$ cat src/rtl/bram_pkg.sv
// Shared types and helpers for the simple-dual-port BRAM controller.
// Optional feature macro used by this block: BRAM_SDP_PARITY_EN.
package bram_pkg;

  // Same-address read-during-write policy encodings
  localparam int unsigned RD_READ_FIRST  = 0;
  localparam int unsigned RD_WRITE_FIRST = 1;

  // Upper bound for the width-generic merge helper
  localparam int unsigned BRAM_MAX_W     = 1024;
  localparam int unsigned BRAM_MAX_LANES = BRAM_MAX_W / 8;

  typedef enum logic {
    ST_INIT = 1'b0,
    ST_RUN  = 1'b1
  } bram_state_e;

  // Number of byte lanes in a data word
  function automatic int unsigned lane_count(input int unsigned data_w);
    return data_w / 8;
  endfunction

  // Replace the byte lanes of old_w selected by be with the lanes of new_w
  function automatic logic [BRAM_MAX_W-1:0] be_merge(
    input logic [BRAM_MAX_W-1:0]     old_w,
    input logic [BRAM_MAX_W-1:0]     new_w,
    input logic [BRAM_MAX_LANES-1:0] be
  );
    logic [BRAM_MAX_W-1:0] r;
    r = old_w;
    for (int i = 0; i < int'(BRAM_MAX_LANES); i++) begin
      if (be[i]) r[i*8 +: 8] = new_w[i*8 +: 8];
    end
    return r;
  endfunction

endpackage

$ cat src/rtl/bram_sdp_ctrl_if.sv
// Write/read/status bundle of the simple-dual-port BRAM controller.
// Optional feature macro: BRAM_SDP_PARITY_EN adds par_err.
interface bram_sdp_ctrl_if #(
  parameter int unsigned DATA_W = 32,
  parameter int unsigned ADDR_W = 6
);
  localparam int unsigned BE_W = DATA_W / 8;

  logic              wr_en;
  logic [ADDR_W-1:0] wr_addr;
  logic [DATA_W-1:0] wr_data;
  logic [BE_W-1:0]   wr_be;
  logic              rd_en;
  logic [ADDR_W-1:0] rd_addr;
  logic [DATA_W-1:0] rd_data;
  logic              rd_valid;
  logic              init_busy;
  logic              collision;
`ifdef BRAM_SDP_PARITY_EN
  logic              par_err;
`endif

  modport master (
`ifdef BRAM_SDP_PARITY_EN
    input  par_err,
`endif
    output wr_en, wr_addr, wr_data, wr_be, rd_en, rd_addr,
    input  rd_data, rd_valid, init_busy, collision
  );

  modport slave (
`ifdef BRAM_SDP_PARITY_EN
    output par_err,
`endif
    input  wr_en, wr_addr, wr_data, wr_be, rd_en, rd_addr,
    output rd_data, rd_valid, init_busy, collision
  );

endinterface

$ cat src/rtl/bram_sdp_core.sv
// Storage array: lane-masked write port, registered read port, no reset.
module bram_sdp_core #(
  parameter int unsigned LANES  = 4,
  parameter int unsigned LANE_W = 8,
  parameter int unsigned ADDR_W = 6
) (
  input  logic                     clk,
  input  logic                     we,
  input  logic [LANES-1:0]         wbe,
  input  logic [ADDR_W-1:0]        waddr,
  input  logic [LANES*LANE_W-1:0]  wdata,
  input  logic                     re,
  input  logic [ADDR_W-1:0]        raddr,
  output logic [LANES*LANE_W-1:0]  rdata
);
  localparam int unsigned WORD_W = LANES * LANE_W;
  localparam int unsigned DEPTH  = 1 << ADDR_W;

  logic [WORD_W-1:0] mem [DEPTH];

  // Read returns the pre-write word on a same-address access
  always_ff @(posedge clk) begin
    if (re) rdata <= mem[raddr];
    if (we) begin
      for (int i = 0; i < int'(LANES); i++) begin
        if (wbe[i]) mem[waddr][i*LANE_W +: LANE_W] <= wdata[i*LANE_W +: LANE_W];
      end
    end
  end

endmodule

$ cat src/rtl/bram_sdp_ctrl.sv
// Simple-dual-port BRAM with init sweep, collision policy and output pipeline.
// Optional feature macro: BRAM_SDP_PARITY_EN (per-lane even parity, par_err).
module bram_sdp_ctrl
  import bram_pkg::*;
#(
  parameter int unsigned       DATA_W   = 32,
  parameter int unsigned       ADDR_W   = 6,
  parameter int unsigned       OUT_REG  = 0,
  parameter int unsigned       RD_MODE  = 0,
  parameter logic [DATA_W-1:0] INIT_VAL = '0
) (
  input logic           clk,
  input logic           rst_n,
  bram_sdp_ctrl_if.slave bus
);
  localparam int unsigned LANES = lane_count(DATA_W);
  localparam int unsigned DEPTH = 1 << ADDR_W;
`ifdef BRAM_SDP_PARITY_EN
  localparam int unsigned LANE_W = 9;
`else
  localparam int unsigned LANE_W = 8;
`endif
  localparam int unsigned WORD_W = LANES * LANE_W;

  // Spread data into storage lanes, adding the lane parity bit when enabled
  function automatic logic [WORD_W-1:0] pack_word(input logic [DATA_W-1:0] d);
    logic [WORD_W-1:0] w;
    w = '0;
    for (int i = 0; i < int'(LANES); i++) begin
      w[i*LANE_W +: 8] = d[i*8 +: 8];
`ifdef BRAM_SDP_PARITY_EN
      w[i*LANE_W + 8] = ^d[i*8 +: 8];
`endif
    end
    return w;
  endfunction

  bram_state_e       state;
  logic [ADDR_W-1:0] cnt;

  logic              run_c, wr_acc_c, rd_acc_c, hit_c;
  logic              core_we;
  logic [LANES-1:0]  core_wbe;
  logic [ADDR_W-1:0] core_waddr;
  logic [WORD_W-1:0] core_wdata, core_q;

  logic              v1, col1, seen1;
  logic [LANES-1:0]  fwd_be1;
  logic [DATA_W-1:0] fwd_data1;
  logic [DATA_W-1:0] raw_c, data1_c;
`ifdef BRAM_SDP_PARITY_EN
  logic [LANES-1:0]  par_bad_c;
`endif

  // Init sweep FSM: DEPTH cycles of INIT after reset, then RUN
  always_ff @(posedge clk) begin
    if (!rst_n) begin
      state         <= ST_INIT;
      cnt           <= '0;
      bus.init_busy <= 1'b1;
    end else if (state == ST_INIT) begin
      cnt <= cnt + ADDR_W'(1);
      if (cnt == ADDR_W'(DEPTH - 1)) begin
        state         <= ST_RUN;
        bus.init_busy <= 1'b0;
      end
    end
  end

  // User requests only count in RUN and outside reset
  assign run_c    = rst_n && (state == ST_RUN);
  assign wr_acc_c = run_c && bus.wr_en;
  assign rd_acc_c = run_c && bus.rd_en;
  assign hit_c    = wr_acc_c && rd_acc_c && (bus.rd_addr == bus.wr_addr);

  // Write port mux: sweep owns the port during INIT
  always_comb begin
    core_we    = 1'b0;
    core_wbe   = bus.wr_be;
    core_waddr = bus.wr_addr;
    core_wdata = pack_word(bus.wr_data);
    if (rst_n && (state == ST_INIT)) begin
      core_we    = 1'b1;
      core_wbe   = '1;
      core_waddr = cnt;
      core_wdata = pack_word(INIT_VAL);
    end else if (wr_acc_c) begin
      core_we = 1'b1;
    end
  end

  bram_sdp_core #(
    .LANES  (LANES),
    .LANE_W (LANE_W),
    .ADDR_W (ADDR_W)
  ) u_core (
    .clk   (clk),
    .we    (core_we),
    .wbe   (core_wbe),
    .waddr (core_waddr),
    .wdata (core_wdata),
    .re    (rd_acc_c),
    .raddr (bus.rd_addr),
    .rdata (core_q)
  );

  // Stage-1 tracking; forward info is held with the read data between reads
  always_ff @(posedge clk) begin
    if (!rst_n) begin
      v1        <= 1'b0;
      col1      <= 1'b0;
      seen1     <= 1'b0;
      fwd_be1   <= '0;
      fwd_data1 <= '0;
    end else begin
      v1   <= rd_acc_c;
      col1 <= hit_c;
      if (rd_acc_c) begin
        seen1     <= 1'b1;
        fwd_be1   <= (RD_MODE == RD_WRITE_FIRST && hit_c) ? bus.wr_be : '0;
        fwd_data1 <= bus.wr_data;
      end
    end
  end

  // Unpack storage lanes and check parity on non-forwarded lanes
  always_comb begin
    raw_c = '0;
`ifdef BRAM_SDP_PARITY_EN
    par_bad_c = '0;
`endif
    for (int i = 0; i < int'(LANES); i++) begin
      raw_c[i*8 +: 8] = core_q[i*LANE_W +: 8];
`ifdef BRAM_SDP_PARITY_EN
      par_bad_c[i] = (^core_q[i*LANE_W +: LANE_W]) & ~fwd_be1[i];
`endif
    end
  end

  // Write-first forwarding; zero until the first read after reset
  assign data1_c = seen1 ? DATA_W'(be_merge(BRAM_MAX_W'(raw_c), BRAM_MAX_W'(fwd_data1),
                                            BRAM_MAX_LANES'(fwd_be1)))
                         : '0;

  if (OUT_REG == 0) begin : g_lat1
    assign bus.rd_data   = data1_c;
    assign bus.rd_valid  = v1;
    assign bus.collision = col1;
`ifdef BRAM_SDP_PARITY_EN
    assign bus.par_err   = v1 & (|par_bad_c);
`endif
  end else begin : g_lat2
    // Extra output register stage for latency 2
    always_ff @(posedge clk) begin
      if (!rst_n) begin
        bus.rd_data   <= '0;
        bus.rd_valid  <= 1'b0;
        bus.collision <= 1'b0;
`ifdef BRAM_SDP_PARITY_EN
        bus.par_err   <= 1'b0;
`endif
      end else begin
        bus.rd_valid  <= v1;
        bus.collision <= col1;
`ifdef BRAM_SDP_PARITY_EN
        bus.par_err   <= v1 & (|par_bad_c);
`endif
        if (v1) bus.rd_data <= data1_c;
      end
    end
  end

endmodule

$ cat src/flat_wrapper.sv
// flat-port wrapper written by rule: the top's interface ports become plain ports
module bram_sdp_ctrl_flat import bram_pkg::*;
#(
  parameter int unsigned       DATA_W   = 32,
  parameter int unsigned       ADDR_W   = 6,
  parameter int unsigned       OUT_REG  = 0,
  parameter int unsigned       RD_MODE  = 0,
  parameter logic [DATA_W-1:0] INIT_VAL = '0
)
  (clk, rst_n, bus_wr_en, bus_wr_addr, bus_wr_data, bus_wr_be, bus_rd_en, bus_rd_addr, bus_rd_data, bus_rd_valid, bus_init_busy, bus_collision);
  bram_sdp_ctrl_if #(.DATA_W(DATA_W), .ADDR_W(ADDR_W)) bus_i ();
  input logic clk;
  input logic rst_n;
  input wire logic [$bits(bus_i.wr_en)-1:0] bus_wr_en;
  input wire logic [$bits(bus_i.wr_addr)-1:0] bus_wr_addr;
  input wire logic [$bits(bus_i.wr_data)-1:0] bus_wr_data;
  input wire logic [$bits(bus_i.wr_be)-1:0] bus_wr_be;
  input wire logic [$bits(bus_i.rd_en)-1:0] bus_rd_en;
  input wire logic [$bits(bus_i.rd_addr)-1:0] bus_rd_addr;
  output wire logic [$bits(bus_i.rd_data)-1:0] bus_rd_data;
  output wire logic [$bits(bus_i.rd_valid)-1:0] bus_rd_valid;
  output wire logic [$bits(bus_i.init_busy)-1:0] bus_init_busy;
  output wire logic [$bits(bus_i.collision)-1:0] bus_collision;
  assign bus_i.wr_en = bus_wr_en;
  assign bus_i.wr_addr = bus_wr_addr;
  assign bus_i.wr_data = bus_wr_data;
  assign bus_i.wr_be = bus_wr_be;
  assign bus_i.rd_en = bus_rd_en;
  assign bus_i.rd_addr = bus_rd_addr;
  assign bus_rd_data = bus_i.rd_data;
  assign bus_rd_valid = bus_i.rd_valid;
  assign bus_init_busy = bus_i.init_busy;
  assign bus_collision = bus_i.collision;
  bram_sdp_ctrl #(.DATA_W(DATA_W), .ADDR_W(ADDR_W), .OUT_REG(OUT_REG), .RD_MODE(RD_MODE), .INIT_VAL(INIT_VAL)) u_core (.clk(clk), .rst_n(rst_n), .bus(bus_i));
endmodule
$ cat config.mk
export PLATFORM = sky130hd
export DESIGN_NAME = bram_sdp_ctrl_flat
export DESIGN_NICKNAME = d
export VERILOG_FILES = /design/src/rtl/bram_pkg.sv /design/src/rtl/bram_sdp_ctrl_if.sv /design/src/rtl/bram_sdp_core.sv /design/src/rtl/bram_sdp_ctrl.sv /design/src/flat_wrapper.sv
export SDC_FILE = /design/constraint.sdc
export NUM_CORES = 2
export LEC_CHECK = 0
export ABC_CLOCK_PERIOD_IN_PS = 4300
export CAP_MARGIN = 20
export CORE_ASPECT_RATIO = 0.9
export CORE_MARGIN = 1.5
export CORE_UTILIZATION = 30
export CTS_BUF_LIST = sky130_fd_sc_hd__clkbuf_8 sky130_fd_sc_hd__clkbuf_16
export DETAILED_ROUTE_END_ITERATION = 10
export DONT_BUFFER_PORTS = 1
export SYNTH_ARGS = -nofsm -noshare
export SYNTH_HDL_FRONTEND = slang
export SYNTH_SLANG_ARGS = --single-unit
$ cat constraint.sdc
create_clock -name clk -period 4.3 [get_ports clk]
set_clock_uncertainty 0.15 [all_clocks]
set_input_delay 0 -clock clk [delete_from_list [all_inputs] [get_ports clk]]
set_output_delay 0 -clock clk [all_outputs]
set_load 0.02 [all_outputs]
======== Word level (Yosys, flattened, before mapping) ========
Memory sizes are Yosys's and may differ from the RTL's. A register that Yosys moved wholly into a read port is not among the register bits.
Cells that the tools add are included.
Widths: inputs -> output; s select.
word-level totals
  bits in registers ....................... 11
  bits in writable memories ............... 2048
  input port bits ......................... 52
  output and inout bits ................... 35
  word-level logic and storage cells ...... 38
  memories kept ........................... 1
cells by class
  add/subtract/negate cells ............... 1
  eq/ne operators ......................... 2
  mux-type cells .......................... 20
  bitwise gates (word level) .............. 1
  reductions and logical operators ........ 7
memories
  memory             depth  bits a word  read ports  clocked after Yosys merged registers in  wr ports  RTL line             RTL
  u_core.u_core.mem  64     32           1           1                                        1         bram_sdp_core.sv:19  logic [WORD_W-1:0] mem [DEPTH];
operator list
  cell                 number
  $mux 32              2
  $mux 1               16
  $add 6x1->6 const B  1
  $eq 6x6->1           1
  $eq 6x6->1 const B   1
  $logic_and 1x1->1    6
  $mux 6               1
  $mux 4               1
  $reduce_and 2->1     1
  $not 1->1            1

======== Depth between registers and ports, before layout ========
  word-level depth ........................ 6
  mapped depth ............................ 10
  depth with buffers taken out ............ 5

======== By module ========
A second synthesis with hierarchy kept.
unflattened totals
  cells, all modules ...................... 3708
  area, all modules ....................... 81154.1 um^2
by module, submodules not included
  module         instances  cells each  area each (um^2)  sequential area each (um^2)
  bram_sdp_core  1          3576        80091.8           62459.9
  bram_sdp_ctrl  1          132         1062.3            220.2

======== Worst setup path after synthesis ========
OpenSTA, ideal clock, no wires.
  path kind ............................... register -> register
  from .................................... reg u_core.state
  to ...................................... mem u_core.u_core.mem[0][10] in the netlist's numbering (data pin)
  library setup time ...................... 367 ps
  arrival ................................. 2002 ps
  data required time ...................... 3783 ps
  path slack .............................. 1781 ps
  stages on the path, launching flop included .. 6
  buffers on the path ..................... 3
  clock period less this slack ............ 2519 ps
  cell sequence ........................... dfxtp_1 > nand2b_1 > buf_4 > clkbuf_1 > clkbuf_1 > and2_1
between the ends
  longest elaborated chain between the ends .. 3
RTL lines
  what                             RTL line             RTL
  from (decl)                      bram_sdp_ctrl.sv:38  bram_state_e state;
  from (signal assigned)           bram_sdp_ctrl.sv:58  state <= ST_INIT;
  from (signal assigned)           bram_sdp_ctrl.sv:64  state <= ST_RUN;
  $not 1->1 (no source line)       --
  $logic_and 1x1->1                bram_sdp_ctrl.sv:82  if (rst_n && (state == ST_INIT)) begin
  $mux 32                          bram_sdp_ctrl.sv:82
  named net u_core.core_wdata[10]  bram_sdp_ctrl.sv:45  logic [WORD_W-1:0] core_wdata, core_q;
  to (decl)                        bram_sdp_core.sv:19
The timed path passes the listed nets, and every way through them passes these cells.

======== Worst setup path in the final report ========
  from .................................... reg u_core.state
  to ...................................... mem u_core.u_core.mem[43][3] in the netlist's numbering (enable)
between the ends
  longest elaborated chain between the ends .. 6
  elaborated cells between the ends (all ways) .. 11
RTL lines
  what                                                   RTL line                                  RTL
  $logic_and 1x1->1 / $not 1->1 (equally long branches)  --
  $logic_and 1x1->1, on equally long branches            bram_sdp_ctrl.sv:72, bram_sdp_ctrl.sv:82
  $mux 1 / $mux 4 (equally long branches)                bram_sdp_ctrl.sv:87, bram_sdp_ctrl.sv:82
  $mux 1, on equally long branches                       bram_sdp_ctrl.sv:82, bram_sdp_core.sv:26
  $mux 1                                                 bram_sdp_core.sv:24                       if (we) begin
  $mux 1 (not written as such)                           bram_sdp_core.sv:26                       if (wbe[i]) mem[waddr][i*LANE_W +: LANE_W] <= wdata[i*LANE_W +: LANE_W];
Several ways; a longest one is shown, not always the timed one.

==> impl_metrics.env <==
export IMPL_status="finished, violations left"
export IMPL_violations="slew limit, setup timing"
export IMPL_setup_viol=48
export IMPL_clkPwrFrac=0.408
export IMPL_rows=181
export IMPL_grt_max_degree=485
export IMPL_cts_tree="built"
export IMPL_critPathArrivalTime_ns=4.66
export IMPL_power_density_nw_per_um2=451
export IMPL_seq_power_share=0.538
export IMPL_worst_pin_slew_ns=1.61
export IMPL_path_class="reg -> reg"
export IMPL_hold_violations=0
export IMPL_slew_violations=143
export IMPL_finalCritPeriodShare=1.01
export IMPL_start_kind="flip-flop"
export IMPL_ir_drop_v=0.000343
export IMPL_port_buffers=0
export IMPL_pin_count=87
export IMPL_layout_drive_gt1_share=0.240
export IMPL_synthCells=3767
export IMPL_final_cell_mix="edfxtp_1, mux4_2, nor2_1, clkbuf_16, mux2i_1"
export IMPL_drt_iter0_markers=5126
export IMPL_required_ns=4.60
export IMPL_tns_ns=-1.56
export IMPL_grt_ovfl_total=0
export IMPL_synth_fp_nets=3820
export IMPL_internal_power_w=0.0330
export IMPL_wl_per_cell_um=28.9
export IMPL_rsz0062_at_grt="yes"
export IMPL_synth_seq_cells=2091
export IMPL_dp_hpwl_um=130000
export IMPL_final_area_um2=92900
export IMPL_clk_pin_slew_ns=0.07
export IMPL_synth_avg_cell_area_um2=21.6
export IMPL_setup_ws_ns=-0.0630
export IMPL_antenna_found_initial=22
export IMPL_clock_latency_ns=0.84
export IMPL_die_area_um2=274000
export IMPL_yosysSeqAreaShare=0.770
export IMPL_dp_cells=7238
export IMPL_cp_end_kind="flip-flop"
export IMPL_async_reset_ff_frac=0
export IMPL_via_per_inst=5.22
export IMPL_maxCapViolCount=0
export IMPL_gp_congestion=0.811
export IMPL_syn_area_um2=81400
export IMPL_start_util=0.301
export IMPL_drt_antenna_violating_nets=0
export IMPL_clkSinkCount=2091
export IMPL_drc=0
export IMPL_crit_fanout=44
export IMPL_grt_pass1_vias=39900
export IMPL_grt_pass1_wl_um=310000
export IMPL_p_switching_w=0.00889
export IMPL_grtUsageTotal=0.159
export IMPL_fmax_ghz=0.229
export IMPL_via_count=40100
export IMPL_cts_buffer_depth=3
export IMPL_cts_buffers=199
export IMPL_ys_types=62
export IMPL_power_total_w=0.0419
export IMPL_syn2layout_area_growth_pct=14.2
export IMPL_root_buffer="clkbuf_16"
export IMPL_drt_total_wl_um=222000
export IMPL_yosysWarnings=0
export IMPL_nets=4013
export IMPL_fin_crit_ns=4.36
export IMPL_switching_share=0.212
export IMPL_die_height_um=497
export IMPL_p_leak_nw=28.8
export IMPL_hp_class="in -> reg"
export IMPL_yosys_most_used_dff="edfxtp_1"
export IMPL_relSlewSlack=-0.0730
export IMPL_p_comb_frac=0.054
export IMPL_final_common_cell="edfxtp_1"
export IMPL_synth_edf_count=2080
export IMPL_cts_htree_levels=4
export IMPL_dr_pass1_iters=7
export IMPL_fp_dieW_um=552
export IMPL_final_cells=7685
export IMPL_place_area_um2=85500
export IMPL_core_area_um2=270000
==> worst max-delay path, stage by stage (launching register included) <==
cell	delay, ns
dfxtp_1	0.34
nand2b_2	0.13
buf_4	0.54
mux2_2	0.48
nor3_2	0.86
nand2_1	0.69
nor2_1	0.77
==> registers in the layout (all words and copies together) (netlist names) <==
signal	flops
u_core.cnt	6
u_core.u_core.mem	2048
u_core.state	1
u_core.u_core.rdata	32
u_core.seen1	1
u_core.bus.collision	1
u_core.bus.rd_valid	1
u_core.bus.init_busy	1
==> final cells by class <==
cell class,count,area [µm²]
antenna,9,22.5
clock buffer,201,5030
clock inverter,148,1220
fill,24900,177000
inverter,3,13.8
multi-input combinational,1461,17400
sequential,2091,62700
tap,3568,4460
timing repair buffer,204,2070
==> through the flow <==
stage	utilization	hold WS (ns)	worst slack, ns
finish	0.344	0.0584	-0.0630
global placement	0.316	-0.0798	0.0858
CTS	0.343	0.00161	0.00775
floorplan	-	-0.00842	1.78
detailed placement	0.317	-0.0798	0.0370
global route	0.344	0.0527	-0.0876
==> power groups by stage <==
stage	Combinational, W	Clock, W	Sequential (W)
floorplan	0.00136	0	0.0230
global placement	0.00186	0	0.0230
detailed placement	0.00189	0	0.0230
CTS	0.00205	0.0173	0.0225
global route	0.00233	0.0181	0.0225
finish	0.00225	0.0171	0.0225
==> per-layer routing <==
layer  global-route usage  vias up  routed length, µm
li1                     -    16200                  -
met1                0.223    21500              91600
met2                0.247     2059             104000
met3               0.0354      310              20600
met4               0.0439        8               5610
met5                    0        -                 46
==> final timing paths <==
kind	endpoint	from	slack, ns	depth (start not counted)
setup / recovery	u_core.u_core.mem[43][3]$_DFFE_PP_	u_core.state$_SDFF_PN0_	-0.06	6
hold / removal	u_core.u_core.mem[12][4]$_DFFE_PP_	bus_wr_data[4]	0.06	2
setup reg to reg	u_core.u_core.mem[43][3]$_DFFE_PP_	u_core.state$_SDFF_PN0_	-0.06	6
hold reg to reg	u_core.cnt[5]$_SDFFE_PN0N_	u_core.cnt[5]$_SDFFE_PN0N_	0.41	2
==> cells by family after synthesis <==
family          synth area share
compound gates            0.0269
xor+xnor                 0.00108
fa+ha+maj               0.000154
buf+inv                   0.0175
flops                      0.770
mux                        0.156
simple gates              0.0282
==> synthesized netlist by cell type (3+ instances only) <==
| cell type | count | share of area |
|---|---|---|
| a211oi_1 | 25 | 0.0023 |
| a21boi_1 | 4 | 0.00037 |
| a21oi_1 | 43 | 0.0026 |
| a221oi_1 | 67 | 0.0072 |
| a221oi_2 | 7 | 0.0013 |
| a22o_1 | 48 | 0.0052 |
| a22oi_1 | 4 | 0.00037 |
| and2_1 | 75 | 0.0058 |
| and3_1 | 6 | 0.00046 |
| and4_1 | 3 | 0.00032 |
| buf_1 | 20 | 0.00092 |
| buf_12 | 8 | 0.0020 |
| buf_2 | 58 | 0.0036 |
| buf_4 | 39 | 0.0036 |
| buf_6 | 30 | 0.0042 |
| buf_8 | 4 | 0.00074 |
| clkbuf_1 | 53 | 0.0024 |
| dfxtp_1 | 11 | 0.0027 |
| edfxtp_1 | 2080 | 0.77 |
| mux2_2 | 7 | 0.00097 |
| mux2i_1 | 163 | 0.020 |
| mux4_2 | 487 | 0.13 |
| nand2_1 | 72 | 0.0033 |
| nand2b_1 | 7 | 0.00054 |
| nand3_1 | 21 | 0.0013 |
| nand3b_1 | 5 | 0.00046 |
| nor2_1 | 280 | 0.013 |
| nor2b_1 | 11 | 0.00085 |
| nor3_1 | 14 | 0.00086 |
| nor3_2 | 3 | 0.00037 |
| o211ai_1 | 4 | 0.00037 |
| o21ai_0 | 4 | 0.00025 |
| o221ai_1 | 14 | 0.0015 |
| o22a_1 | 3 | 0.00032 |
| o22ai_1 | 45 | 0.0035 |
| or2_2 | 3 | 0.00023 |
| xnor2_1 | 8 | 0.00086 |
==> timing repair <==
| item | 4_1_cts | 5_1_grt |
|---|---|---|
| gates resized for setup | 0 | 20 |
| setup buffers | 0 | 0 |
| hold endpoints to repair | 1982 | 1 |
| endpoints found under the setup margin | 0 | 161 |
| hold buffers | 77 | 1 |
No activity file was read; power rests on OpenSTA's default activity.
